==> src/rtl/jellyvl_arith_multicycle_pkg.sv <==
// Shared helpers for the multicycle arithmetic blocks (multiplier and divider).
package jellyvl_arith_multicycle_pkg;

    typedef enum logic [1:0] {
        ST_IDLE = 2'd0,
        ST_RUN  = 2'd1,
        ST_DONE = 2'd2
    } mc_state_t;

    // Iteration counter width: clog2(n+1), never less than one bit.
    function automatic int unsigned cycle_width(input int unsigned n);
        int unsigned w;
        w = $clog2(n + 1);
        return (w < 1) ? 1 : w;
    endfunction

    // Full-precision width of a*b+c where c is no wider than a.
    function automatic int unsigned product_width(input int unsigned a_width, input int unsigned b_width);
        return a_width + b_width;
    endfunction

endpackage

==> src/rtl/jellyvl_multiplier_unsigned_multicycle.sv <==
// Unsigned shift-add multiply-accumulate, one multiplier bit per cycle:
// m_product = s_multiplicand * s_multiplier + s_addend.
module jellyvl_multiplier_unsigned_multicycle
    import jellyvl_arith_multicycle_pkg::*;
#(
    parameter int unsigned MULTIPLICAND_WIDTH = 32,
    parameter int unsigned MULTIPLIER_WIDTH   = 32,
    parameter int unsigned ADDEND_WIDTH       = MULTIPLICAND_WIDTH,
    parameter int unsigned PRODUCT_WIDTH      = product_width(MULTIPLICAND_WIDTH, MULTIPLIER_WIDTH)
) (
    input  logic                          rst,
    input  logic                          clk,
    input  logic                          cke,

    input  logic [MULTIPLICAND_WIDTH-1:0] s_multiplicand,
    input  logic [MULTIPLIER_WIDTH-1:0]   s_multiplier,
    input  logic [ADDEND_WIDTH-1:0]       s_addend,
    input  logic                          s_valid,
    output logic                          s_ready,

    output logic [PRODUCT_WIDTH-1:0]      m_product,
    output logic                          m_valid,
    input  logic                          m_ready
);

    localparam int unsigned CYCLE_WIDTH = cycle_width(MULTIPLIER_WIDTH);
    localparam int unsigned SHIFT_WIDTH = MULTIPLICAND_WIDTH + MULTIPLIER_WIDTH;
    localparam int unsigned SUM_WIDTH   = MULTIPLICAND_WIDTH + 1;

    typedef logic [CYCLE_WIDTH-1:0]        cycle_t;
    typedef logic [MULTIPLICAND_WIDTH-1:0] operand_t;
    typedef logic [MULTIPLIER_WIDTH-1:0]   mpl_t;
    typedef logic [SUM_WIDTH-1:0]          sum_t;
    typedef logic [SHIFT_WIDTH-1:0]        shift_t;

    if (ADDEND_WIDTH > MULTIPLICAND_WIDTH) begin : g_bad_addend_width
        $error("ADDEND_WIDTH must not exceed MULTIPLICAND_WIDTH");
    end

    mc_state_t state;
    mc_state_t next_state;
    logic      accept_c;
    logic      step_c;

    cycle_t    cycle;
    operand_t  multiplicand;
    operand_t  acc;
    mpl_t      mpl;
    sum_t      sum_c;
    shift_t    shift_c;

    // Next-state and datapath strobes.
    always_comb begin
        next_state = state;
        accept_c   = 1'b0;
        step_c     = 1'b0;
        case (state)
            ST_IDLE: begin
                if (cke && s_valid) begin
                    accept_c   = 1'b1;
                    next_state = ST_RUN;
                end
            end
            ST_RUN: begin
                if (cke) begin
                    step_c = 1'b1;
                    if (cycle == '0) begin
                        next_state = ST_DONE;
                    end
                end
            end
            ST_DONE: begin
                if (cke && m_ready) begin
                    next_state = ST_IDLE;
                end
            end
            default: begin
                next_state = ST_IDLE;
            end
        endcase
    end

    // Control registers; handshake outputs follow the next state so they are registered.
    always_ff @(posedge clk or negedge rst) begin
        if (!rst) begin
            state   <= ST_IDLE;
            m_valid <= 1'b0;
            s_ready <= 1'b1;
        end else begin
            state   <= next_state;
            m_valid <= (next_state == ST_DONE);
            s_ready <= (next_state == ST_IDLE);
        end
    end

    // One shift-add step: the adder carry becomes the new acc MSB, acc LSB shifts into mpl.
    always_comb begin
        sum_c   = {1'b0, acc} + (mpl[0] ? {1'b0, multiplicand} : sum_t'(0));
        shift_c = SHIFT_WIDTH'({sum_c, mpl} >> 1);
    end

    always_ff @(posedge clk) begin
        if (accept_c) begin
            multiplicand <= s_multiplicand;
            acc          <= MULTIPLICAND_WIDTH'(s_addend);
            mpl          <= s_multiplier;
            cycle        <= CYCLE_WIDTH'(MULTIPLIER_WIDTH - 1);
        end else if (step_c) begin
            {acc, mpl}   <= shift_c;
            cycle        <= cycle - cycle_t'(1);
        end
    end

    assign m_product = PRODUCT_WIDTH'({acc, mpl});

endmodule
==> config.mk <==
export PLATFORM = sky130hd
export DESIGN_NAME = jellyvl_multiplier_unsigned_multicycle
export DESIGN_NICKNAME = d
export VERILOG_FILES = /design/src/rtl/jellyvl_arith_multicycle_pkg.sv /design/src/rtl/jellyvl_multiplier_unsigned_multicycle.sv
export SDC_FILE = /design/constraint.sdc
export NUM_CORES = 1
export LEC_CHECK = 0
export ABC_AREA = 0
export BUFFER_PORTS_ARGS = -buffer_cell sky130_fd_sc_hd__buf_2
export CAP_MARGIN = 20
export CORE_ASPECT_RATIO = 1.4
export CORE_MARGIN = 2
export CORE_UTILIZATION = 40
export DETAILED_ROUTE_END_ITERATION = 8
export GPL_TIMING_DRIVEN = 0
export PLACE_DENSITY_LB_ADDON = 0.05
export RECOVER_POWER = 25
export SETUP_SLACK_MARGIN = 0.3
export SLEW_MARGIN = 15
export SYNTH_ARGS = -nofsm -noshare
export SYNTH_HDL_FRONTEND = slang
export SYNTH_SLANG_ARGS = --single-unit
==> constraint.sdc <==
create_clock -name clk -period 3.25 [get_ports clk]
set_input_delay 0.1625 -clock clk [delete_from_list [all_inputs] [get_ports clk]]
set_output_delay 0.1625 -clock clk [all_outputs]
set_load 0.05 [all_outputs]
Word-level counts from Yosys, hierarchy flattened

Cells that the tools add are included.

$add $sub $neg: 2
Equal/unequal tests: 3
Muxes and demuxes: 14
Reduce and logical (&&, ||, !) cells: 6

Operators by type and width:

| kind                                                | count |
|---|---|
| 2-to-1 mux 32 bit                                   | 5 |
| adder 32 x 32 -> 33 bit                             | 1 |
| 2-to-1 mux 2 bit                                    | 4 |
| zero test 6 bit                                     | 1 |
| one-hot mux 2 bit (3 select lines)                  | 1 |
| subtractor 6 x 1 -> 6 bit, second input constant    | 1 |
| equality test 2 bit, second input constant          | 2 |
| zero test 2 bit                                     | 2 |
| 2-to-1 mux 1 bit                                    | 4 |
| equality test 2 x 1 -> 1 bit, second input constant | 1 |
| logical AND 1 bit                                   | 2 |
| nonzero test 2 bit                                  | 1 |

Flip-flop bits (word level): 106
Bits of input ports: 101
Output and inout port bits: 66
Word-level logic and storage cells: 32

Depth between registers and ports, before layout

Gate-level depths: netlist of the first run.

Depth after elaboration: 5
Mapped depth: 12
Gate-level depth less buffers: 11

Worst setup path before layout of the first run

OpenSTA, ideal clock, no wires.

Kind: register to register
Start point: register mpl[0]
End point: register acc[28], data pin
Setup time: 135 ps
Data arrival time: 3047 ps
Required time: 3115 ps
Setup slack: 69 ps
Cell stages (with the launch flop): 12
Path buffers: 1
Clock period less this slack: 3181 ps
Cell sequence: edfxtp_1 > clkbuf_1 > and2_1 > ha_1 > and2_1 > and3_1 > a211o_1 > o31ai_2 > o31a_1 > o21ai_1 > or4b_1 > nand3_1

Word-level cells in the longest chain between the ends: 4

Ends and longest elaborated chain:

| what                    | line                                          | text |
|---|---|---|
| start, declared         | jellyvl_multiplier_unsigned_multicycle.sv:48  | `mpl_t mpl;` |
| start signal, assigned  | jellyvl_multiplier_unsigned_multicycle.sv:106 | `mpl <= s_multiplier;` |
| start signal, assigned  | jellyvl_multiplier_unsigned_multicycle.sv:109 | `{acc, mpl} <= shift_c;` |
| 2-to-1 mux 32 bit       | jellyvl_multiplier_unsigned_multicycle.sv:98  | `sum_c = {1'b0, acc} + (mpl[0] ? {1'b0, multiplicand} : sum_t'(0));` |
| adder 32 x 32 -> 33 bit | jellyvl_multiplier_unsigned_multicycle.sv:98  |  |
| 2-to-1 mux 32 bit       | jellyvl_multiplier_unsigned_multicycle.sv:108 | `end else if (step_c) begin` |
| 2-to-1 mux 32 bit       | jellyvl_multiplier_unsigned_multicycle.sv:103 | `if (accept_c) begin` |
| end signal, assigned    | jellyvl_multiplier_unsigned_multicycle.sv:105 | `acc <= MULTIPLICAND_WIDTH'(s_addend);` |
| end signal, assigned    | jellyvl_multiplier_unsigned_multicycle.sv:109 |  |
| end, declared           | jellyvl_multiplier_unsigned_multicycle.sv:47  | `operand_t acc;` |

Every way passes these cells. The select of a mux whose other input is x is not followed.
A chain may end at the register's enable or synchronous reset.

Worst setup path after layout of the first run

Same ends and word-level chain as after synthesis.

==> out/qor.yml, run 1 <==
run_status:
  status: "finished clean"
synthesis:
  synth_area_um2: 5946
  syn_inst: 598
  synth_warnings: 0
  ys_dominant_reg_cell: "edfxtp_1"
  syn_avg_cell_area_um2: 9.943
  ys_seq_elements: 106
  synth_edf_count: 96
  yosys.cell_types.count: 54
  mappedNetlistNets: 734
  yosysSeqAreaShare_pct: 52.21
  async_flop_share_pct: 3.774
timing:
  period_needed_ps: 3020
  setup-violations-final: 0
  slew_headroom_pct: 54.23
  clock_skew_ps: 7.999
  rsz0062_at_grt: "yes"
  max_freq_ghz: 0.3311
  fin_ws_ps: 230.2
  hold-worst-slack_ps: 56.84
  fin_crit_sh_pct: 92.92
  finalHoldViolCount: 0
  slew_viol_final: 0
  tightest_slew_ps: 686.6
power:
  power.density_nw_per_um2: 1021
  swShare_pct: 46.10
  p_leak_nw: 3.496
  pwr-share-seq_pct: 28.1
  switchingPower_mw: 3.925
  fin_total_pwr_mw: 8.512
  p_int_mw: 4.588
  power_frac_clock_pct: 14.2
  power_frac_comb_pct: 57.7
  peakVddDrop_mv: 0.5478
floorplanning:
  die_area_um2: 15870
  start_util_pct: 40.98
  num_io_pins: 167
  core_um2: 14510
  die-height_um: 148.3
  die_w_um: 107.0
  rows: 52
drt:
  dr.pass1.iters: 4
  drc: 0
  wire_per_inst_um: 16.37
  viasPerCell: 5.130
  drt_iter0_drc: 179
  drtAntennaViolNets: 0
  vias: 5269
  wl_mm: 16.81
clocking:
  clk_latency_ps: 360
  htreeDepth: 3
  clock_sinks: 106
  path_clk_slew_ps: 80
  clockBufferDepth: 2
  cts_root_buf: "clkbuf_16"
  cts_made_buffers: 9
  cts_tree: "yes"
placement:
  dp_slack_ps: -156.6
  portBuffers: 166
  detailed_place_hpwl_mm: 12.14
  globalplace.congestion: 0.8590
job:
  drv_cap: 0
worst_setup_path:
  cp_data_arrival_time_ps: 3240
  crit_buf_inv: 2
  cp_slowest_stage_delay_ps: 470
  worstPathCellList: "buf_6 > clkbuf_8 > and2_4 > ha_4 > a21o_1 > a31o_1 > o2111a_2 > o31ai_4 > o31a_1 > o21ai_2 > or4b_1 > nand3_1"
  critPathRequiredTime_ps: 3470
  cp_slowest_cell: "or4b_1"
  critPathLaunchType: "register"
  worstSetupEndpointType: "register"
  path_delay_family: "compound AO/OA/AOI/OAI gates"
  worst-path-max-fanout: 5
  worstSetupPathType: "reg2reg"
grt:
  grt_usage_pct: 21.69
  grt_pass1_vias: 5383
  grt_first_pass_wirelength_mm: 26.90
  grt_max_degree: 34
  grt_overflow_total: 0
  antenna_found_initial: 0
worst_hold_path:
  hp-class: "in2reg"
finish:
  layout-drive-gt1-share_pct: 29.12
  areaGrowthSynthToFinish_pct: 40.21
  utilization_pct: 57.46
  nFillCells: 1337
  layout.nets: 969
  layout_commonest_cell: "nand2_1"
  mostFrequentLayoutCells: "nand2_1 (140), buf_2 (133), edfxtp_1 (96), nor2_1 (42), clkbuf_1 (42)"
  n_antenna_cell: 0
[power groups by stage]
stage               clock network (mW)  registers (mW)  logic [mW]
floorplan                            0            3.50        2.16
global placement                     0            2.40        4.23
detailed placement                   0            2.39        4.29
CTS                               1.25            2.38        4.74
global route                      1.29            2.45        5.34
finish                            1.21            2.39        4.91
[registers in the layout (all words and copies together), names as in the netlist]
signal / count
s_ready: 1
multiplicand: 32
cycle: 6
mpl: 32
state: 2
acc: 32
m_valid: 1
[final cells by class]
cell class,count,area [um^2],share of cell area [%]
buffer,22,127.6,1.531
clock buffer,9,225.2,2.701
clock inverter,7,100.1,1.201
inverter,8,30.03,0.3602
multi-input combinational,462,3168,38.00
sequential,106,3104,37.24
tap,189,236.5,2.837
timing repair buffer,224,1345,16.13
[Yosys cell counts (all sizes together) (8+ instances only)]
library cell	number	area share (%)
buf	8	0.51
edfxtp	96	48
o21ai	28	2.4
xnor2	16	2.4
and2	38	4.0
nand2	143	9.0
clkbuf	14	0.88
inv	8	0.51
nor2	44	2.8
xor2	16	2.4
a21oi	48	4.0
a21o	17	2.1
ha	34	7.2
[final timing paths]
check / slack (ps) / startpoint / to / depth (start not counted)
worst max register to register: 230 / mpl[0] / acc[28] / 12
worst min register to register: 520 / cycle[1] / cycle[1] / 2
worst max-delay path: 230 / mpl[0] / acc[28] / 12
worst min-delay path: 60 / s_multiplier[23] / mpl[23] / 3
max in group asynchronous: 2840 / rst / s_ready / 2
min in group asynchronous: 170 / rst / m_valid / 2
[cell families (layout without fill, tap and decap cells)]
kind of cell,after synthesis,count (layout),share of synthesized area (%)
AO/OA/AOI/OAI,131,131,13.76
AND/OR/NAND/NOR,264,264,19.93
flip-flops,106,106,52.21
adder cells (fa/ha/maj),35,35,7.492
buffers and inverters,30,270,1.894
XOR/XNOR,32,32,4.714
[layer usage]
metal / track usage, % / up-vias / wire, um
li1: - / 2604 / -
met1: 26.49 / 2476 / 7044
met2: 37.56 / 159 / 8466
met3: 3.769 / 30 / 853
met4: 9.026 / 0 / 449
met5: 0 / - / 0
[repair_timing]
action,CTS,global route
gates cloned,2,0
gates resized for setup,47,38
buffers inserted,19,2
pin swaps,16,9
hold endpoints to repair,36,0
hold buffers,33,0
endpoints found under the setup margin,14,14
[worst min-delay path, stage by stage]
cell and delay [ps]:
buf_2 70, nand2_1 40, nand2_1 40
[through the flow]
step | std cells | setup TNS (ps) | cell area (um^2)
finish | 1027 | 0 | 8337
global route | 1027 | 0 | 8337
CTS | 1025 | 0 | 8213
detailed placement | 955 | -550.2 | 7143
global placement | 953 | -77560 | 7094
floorplan | 598 | 0 | 6027
Note: power is estimated with default switching activity, not from simulation.
==> inputs of run 2 (changes only) <==
--- a/config.mk
+++ b/config.mk
@@ -8,6 +8,8 @@
 export ABC_AREA = 0
 export BUFFER_PORTS_ARGS = -buffer_cell sky130_fd_sc_hd__buf_2
 export CAP_MARGIN = 20
+export CELL_PAD_IN_SITES_DETAIL_PLACEMENT = 0
+export CELL_PAD_IN_SITES_GLOBAL_PLACEMENT = 1
 export CORE_ASPECT_RATIO = 1.4
 export CORE_MARGIN = 2
 export CORE_UTILIZATION = 40
==> run 2 against run 1 <==
Worst setup slack got worse by 91 ps. Clock-buffer cell count is 3 higher. Via count decreased by 0.70%.
==> out/qor.yml, run 2 (same netlist as run 1, synthesis figures left out) <==
grt:
  grt_pass1_vias: 5440  # +1.1%
  grt_usage_pct: 21.69  # about the same
  antenna_found_initial: 1  # +1
  grt_overflow_total: 0  # unchanged
  grt_first_pass_wirelength_mm: 26.90  # unchanged
  grt_max_degree: 42  # +24%
clocking:
  path_clk_slew_ps: 80  # about the same
  clock_sinks: 106  # unchanged
  cts_root_buf: "clkbuf_16"
  cts_tree: "yes"
  cts_made_buffers: 9  # unchanged
  htreeDepth: 3  # unchanged
  clockBufferDepth: 2  # unchanged
  clk_latency_ps: 360  # about the same
worst_setup_path:
  critPathRequiredTime_ps: 3480  # about the same
  cp_data_arrival_time_ps: 3340  # +100 ps
  r2r_start: "mpl[0]"
  critPathLaunchType: "register"
  worstSetupEndpointType: "register"
  worst-path-max-fanout: 7  # +2
  r2r_end: "acc[28]"
  worstSetupPathType: "reg2reg"
  rrSetupSlack_ps: 140  # -90 ps
  reg2reg_depth: 12  # unchanged
timing:
  hold-worst-slack_ps: 56.70  # -0.1434 ps
  tns_ps: 0  # unchanged
  fin_ws_ps: 138.8  # -91.43 ps
  slew_viol_final: 0  # unchanged
  setup-violations-final: 0  # unchanged
  max_freq_ghz: 0.3214  # -2.9%
  finalHoldViolCount: 0  # unchanged
  slew_headroom_pct: 54.73  # +0.50 points
  tightest_slew_ps: 679.0  # -7.573 ps
  clock_skew_ps: 11.31  # +3.309 ps
  period_needed_ps: 3111  # +91.43 ps
  fin_crit_sh_pct: 95.73  # +2.8 points
  rsz0062_at_grt: "yes"
drt:
  vias: 5232  # -0.70%
  drtAntennaViolNets: 0  # unchanged
  wire_per_inst_um: 16.60  # +1.4%
  viasPerCell: 5.099  # -0.61%
  wl_mm: 17.03  # +1.3%
  drc: 0  # unchanged
  dr.pass1.iters: 4  # unchanged
  drt_iter0_drc: 222  # +24%
run_status:
  status: "finished clean"
placement:
  portBuffers: 166  # unchanged
  dp_slack_ps: -86.81  # +69.79 ps
  detailed_place_hpwl_mm: 12.41  # +2.2%
  globalplace.congestion: 0.8719  # +1.5%
finish:
  mostFrequentLayoutCells: "nand2_1 (140), buf_2 (134), edfxtp_1 (96), clkbuf_1 (42), nor2_1 (41)"
  nFillCells: 1305  # -2.4%
  layout.nets: 968  # -0.10%
  n_antenna_cell: 0  # unchanged
  areaGrowthSynthToFinish_pct: 40.28  # about the same
  reg_top3: "acc (32), mpl (32), multiplicand (32)"
  layout-drive-gt1-share_pct: 30.47  # +1.3 points
  layout_commonest_cell: "nand2_1"
floorplanning:
  die_w_um: 107.0  # unchanged
  rows: 52  # unchanged
  core_um2: 14510  # unchanged
  start_util_pct: 40.98  # unchanged
  die_area_um2: 15870  # unchanged
  num_io_pins: 167  # unchanged
  die-height_um: 148.3  # unchanged
power:
  peakVddDrop_mv: 0.4963  # -9.4%
  fin_total_pwr_mw: 8.479  # -0.39%
  power.density_nw_per_um2: 1017  # -0.44%
  p_leak_nw: 3.488  # -0.24%
worst_hold_path:
  whs_path_depth: 3  # unchanged
  hp-start: "s_multiplier[23]"
  hp-class: "in2reg"
  hold_end: "mpl[23]"
job:
  drv_cap: 0  # unchanged
-- run 2: worst max path at each step --
stage | startpoint | to | slack (ps) | depth (start not counted)
5_1_grt | mpl[0] | acc[28] | 70 | 12
4_1_cts | mpl[0] | acc[28] | 170 | 12
3_3_place_gp | state[1] | acc[17] | -1230 | 5
6_report | mpl[0] | acc[28] | 140 | 12
2_1_floorplan | mpl[0] | acc[28] | 160 | 11
3_5_place_dp | mpl[0] | acc[26] | -90 | 11
-- run 2: critical path: stages (launching register included) --
cell      delay (ps)
edfxtp_1         390
buf_6            160
buf_8            130
and2_4           140
ha_4             240
a21o_1           210
a31o_4           230
o2111a_2         290
o31ai_4          280
o31a_1           230
o21ai_2           90
or4b_1           490
nand3_2          100
-- run 2: timing repair --
item	in CTS	in global routing
hold buffers	33	0
setup endpoints to repair	14	16
pin swaps	16	29
endpoints found under the hold margin	36	0
resized for setup	44	54
gates cloned	2	0
buffers inserted	12	8
-- run 2: metrics by stage --
step	std cells	instance area [um^2]	util (%)
CTS	1018	8097	55.80
detailed placement	955	7143	49.23
global placement	953	7094	48.90
floorplan	598	6027	-
finish	1026	8341	57.49
global route	1026	8341	57.49
-- run 2: report_power, final --
group          switching [mW]  internal [mW]  total [mW]
logic                    3.16           1.82        4.98
registers               0.275           2.12        2.39
clock network           0.534          0.571        1.10
total                    3.97           4.51        8.48
-- run 2: layout make-up --
cell class / instances / area [um^2] / share of cell area, %
timing repair buffer: 223 / 1335 / 16.01
inverter: 8 / 30.03 / 0.3600
multi-input combinational: 462 / 3218 / 38.58
clock buffer: 12 / 256.5 / 3.075
clock inverter: 4 / 33.78 / 0.4050
buffer: 22 / 126.4 / 1.515
sequential: 106 / 3104 / 37.22
tap: 189 / 236.5 / 2.835
-- run 2: metal layers --
layer,vias up,global-route usage [%],wire length (um)
met1,2470,25.62,7054
li1,2588,-,-
met2,147,38.80,8698
met5,-,0,16
met3,25,4.207,902
met4,2,7.792,359
==> inputs of run 3 (changes only) <==
--- a/config.mk
+++ b/config.mk
@@ -16,7 +16,7 @@
 export DETAILED_ROUTE_END_ITERATION = 8
 export GPL_TIMING_DRIVEN = 0
 export PLACE_DENSITY_LB_ADDON = 0.05
-export RECOVER_POWER = 25
+export RECOVER_POWER = 100
 export SETUP_SLACK_MARGIN = 0.3
 export SLEW_MARGIN = 15
 export SYNTH_ARGS = -nofsm -noshare
==> run 3 against run 2 <==
Sequential cell count unchanged. Core utilization is 0.81 points lower. Via count decreased by 0.15%. Clock skew shrank 0.68 ps. Final area down 1.4%. Maximum frequency is 0.73% lower. Die area did not move. Critical endpoint unchanged. Largest power group unchanged. Highest routed layer unchanged.
==> out/qor.yml, run 3 (same netlist as run 1, synthesis figures left out) <==
timing:
  fin_crit_sh_pct: 96.43  # +0.70 points
  fin_ws_ps: 115.9  # -22.81 ps
  clock_skew_ps: 10.62  # -0.6849 ps
  setup-violations-final: 0  # unchanged
  slew_viol_final: 0  # unchanged
  finalHoldViolCount: 0  # unchanged
  tightest_slew_ps: 1020  # +340.6 ps
  max_freq_ghz: 0.3191  # -0.73%
  rsz0062_at_grt: "yes"
  tns_ps: 0  # unchanged
  slew_headroom_pct: 32.02  # -23 points
  period_needed_ps: 3134  # +22.81 ps
  hold-worst-slack_ps: 56.23  # -0.4706 ps
drt:
  drc: 0  # unchanged
  wire_per_inst_um: 16.67  # +0.41%
  drt_iter0_drc: 236  # +6.3%
  viasPerCell: 5.092  # -0.15%
  wl_mm: 17.10  # +0.41%
  drtAntennaViolNets: 0  # unchanged
  vias: 5224  # -0.15%
  dr.pass1.iters: 4  # unchanged
run_status:
  status: "finished clean"
clocking:
  clockBufferDepth: 2  # unchanged
  clk_latency_ps: 360  # about the same
  path_clk_slew_ps: 80  # about the same
  cts_made_buffers: 9  # unchanged
  clock_sinks: 106  # unchanged
  cts_root_buf: "clkbuf_16"
  cts_tree: "yes"
  htreeDepth: 3  # unchanged
floorplanning:
  die_area_um2: 15870  # unchanged
  start_util_pct: 40.98  # unchanged
  num_io_pins: 167  # unchanged
  core_um2: 14510  # unchanged
  die_w_um: 107.0  # unchanged
  rows: 52  # unchanged
  die-height_um: 148.3  # unchanged
finish:
  reg_top3: "acc (32), mpl (32), multiplicand (32)"
  layout_commonest_cell: "nand2_1"
  n_antenna_cell: 0  # unchanged
  areaGrowthSynthToFinish_pct: 38.30
  layout-drive-gt1-share_pct: 25.45  # -5.0 points
  mostFrequentLayoutCells: "nand2_1 (140), buf_2 (99), edfxtp_1 (96), clkbuf_1 (81), nor2_1 (42)"
  layout.nets: 968  # unchanged
  nFillCells: 1346  # +3.1%
  finalNonFillerCells: 1026  # unchanged
worst_hold_path:
  hp-start: "s_multiplier[23]"
  hold_end: "mpl[23]"
  whs_path_depth: 3  # unchanged
  hp-class: "in2reg"
power:
  p_leak_nw: 3.385  # -2.9%
  power.density_nw_per_um2: 1019  # +0.20%
  peakVddDrop_mv: 0.4891  # -1.5%
worst_setup_path:
  worst-path-max-fanout: 7  # unchanged
  rrSetupSlack_ps: 120  # -20 ps
  critPathRequiredTime_ps: 3480  # about the same
  startpoint: "mpl[0]"
  r2r_end: "acc[28]"
  r2r_start: "mpl[0]"
  worstSetupEndpointType: "register"
  reg2reg_depth: 12  # unchanged
  critPathLaunchType: "register"
  cp_data_arrival_time_ps: 3360  # +20 ps
  worstSetupPathType: "reg2reg"
grt:
  antenna_found_initial: 1  # unchanged
  grt_overflow_total: 0  # unchanged
  grt_usage_pct: 21.69  # unchanged
  grt_pass1_vias: 5440  # unchanged
  grt_first_pass_wirelength_mm: 26.90  # unchanged
  grt_max_degree: 42  # unchanged
job:
  drv_cap: 0  # unchanged
placement:
  portBuffers: 166  # unchanged
  globalplace.congestion: 0.8719  # unchanged
  dp_slack_ps: -86.81  # unchanged
  detailed_place_hpwl_mm: 12.41  # unchanged
  dp_cells: 955  # unchanged
run 3: where the power goes:
part           total (mW)  internal, mW  switching (mW)
Combinational        4.87          1.74            3.13
Clock                1.10         0.571           0.533
Sequential           2.40          2.12           0.282
Total                8.38          4.43            3.95
run 3: area by class of cell:
class | instances | area (um^2) | share of cell area, %
buffer | 22 | 125.1 | 1.522
clock buffer | 12 | 256.5 | 3.119
clock inverter | 4 | 33.78 | 0.4108
inverter | 8 | 30.03 | 0.3652
multi-input combinational | 462 | 3168 | 38.53
sequential | 106 | 3104 | 37.75
tap | 189 | 236.5 | 2.876
timing repair buffer | 223 | 1269 | 15.43
run 3: worst max-delay path by stage:
| stage | endpoint | slack, ps | depth (start not counted) |
|---|---|---|---|
| after CTS | acc[28] | 170 | 12 |
| after global routing | acc[30] | 50 | 12 |
| after detailed placement | acc[26] | -90 | 11 |
| after floorplan | acc[28] | 160 | 11 |
| final | acc[28] | 120 | 12 |
| after global placement | acc[17] | -1230 | 5 |
run 3: metal layers:
metal / GRT usage, % / part of all wire [%] / vias up
met3: 4.207 / 5.1 / 23
met2: 38.80 / 51 / 139
li1: - / - / 2589
met1: 25.62 / 42 / 2471
met5: 0 / 0.094 / -
met4: 7.792 / 2.1 / 2
run 3: timing repair:
item	in CTS	in global routing
buffers inserted	12	8
gates resized for setup	44	54
endpoints found under the setup margin	14	16
hold buffers	33	0
cloned	2	0
hold endpoints to repair	36	0
pin swaps	16	29
run 3: per-stage QoR:
| step | area [um^2] | utilization (%) | power, mW |
|---|---|---|---|
| after CTS | 8097 | 55.80 | 8.184 |
| after global placement | 7094 | 48.90 | 6.629 |
| after global routing | 8223 | 56.67 | 8.913 |
| after floorplan | 6027 | - | 5.661 |
| final | 8223 | 56.67 | 8.376 |
| after detailed placement | 7143 | 49.23 | 6.669 |
run 3: worst max-delay path, stage by stage (launching register included):
cell and delay, ps:
edfxtp_1 390, buf_6 170, buf_8 130, and2_4 140, ha_4 240, a21o_1 210, a31o_4 230, o2111a_1 290
o31ai_4 300, o31a_1 230, o21ai_2 90, or4b_1 480, nand3_2 100
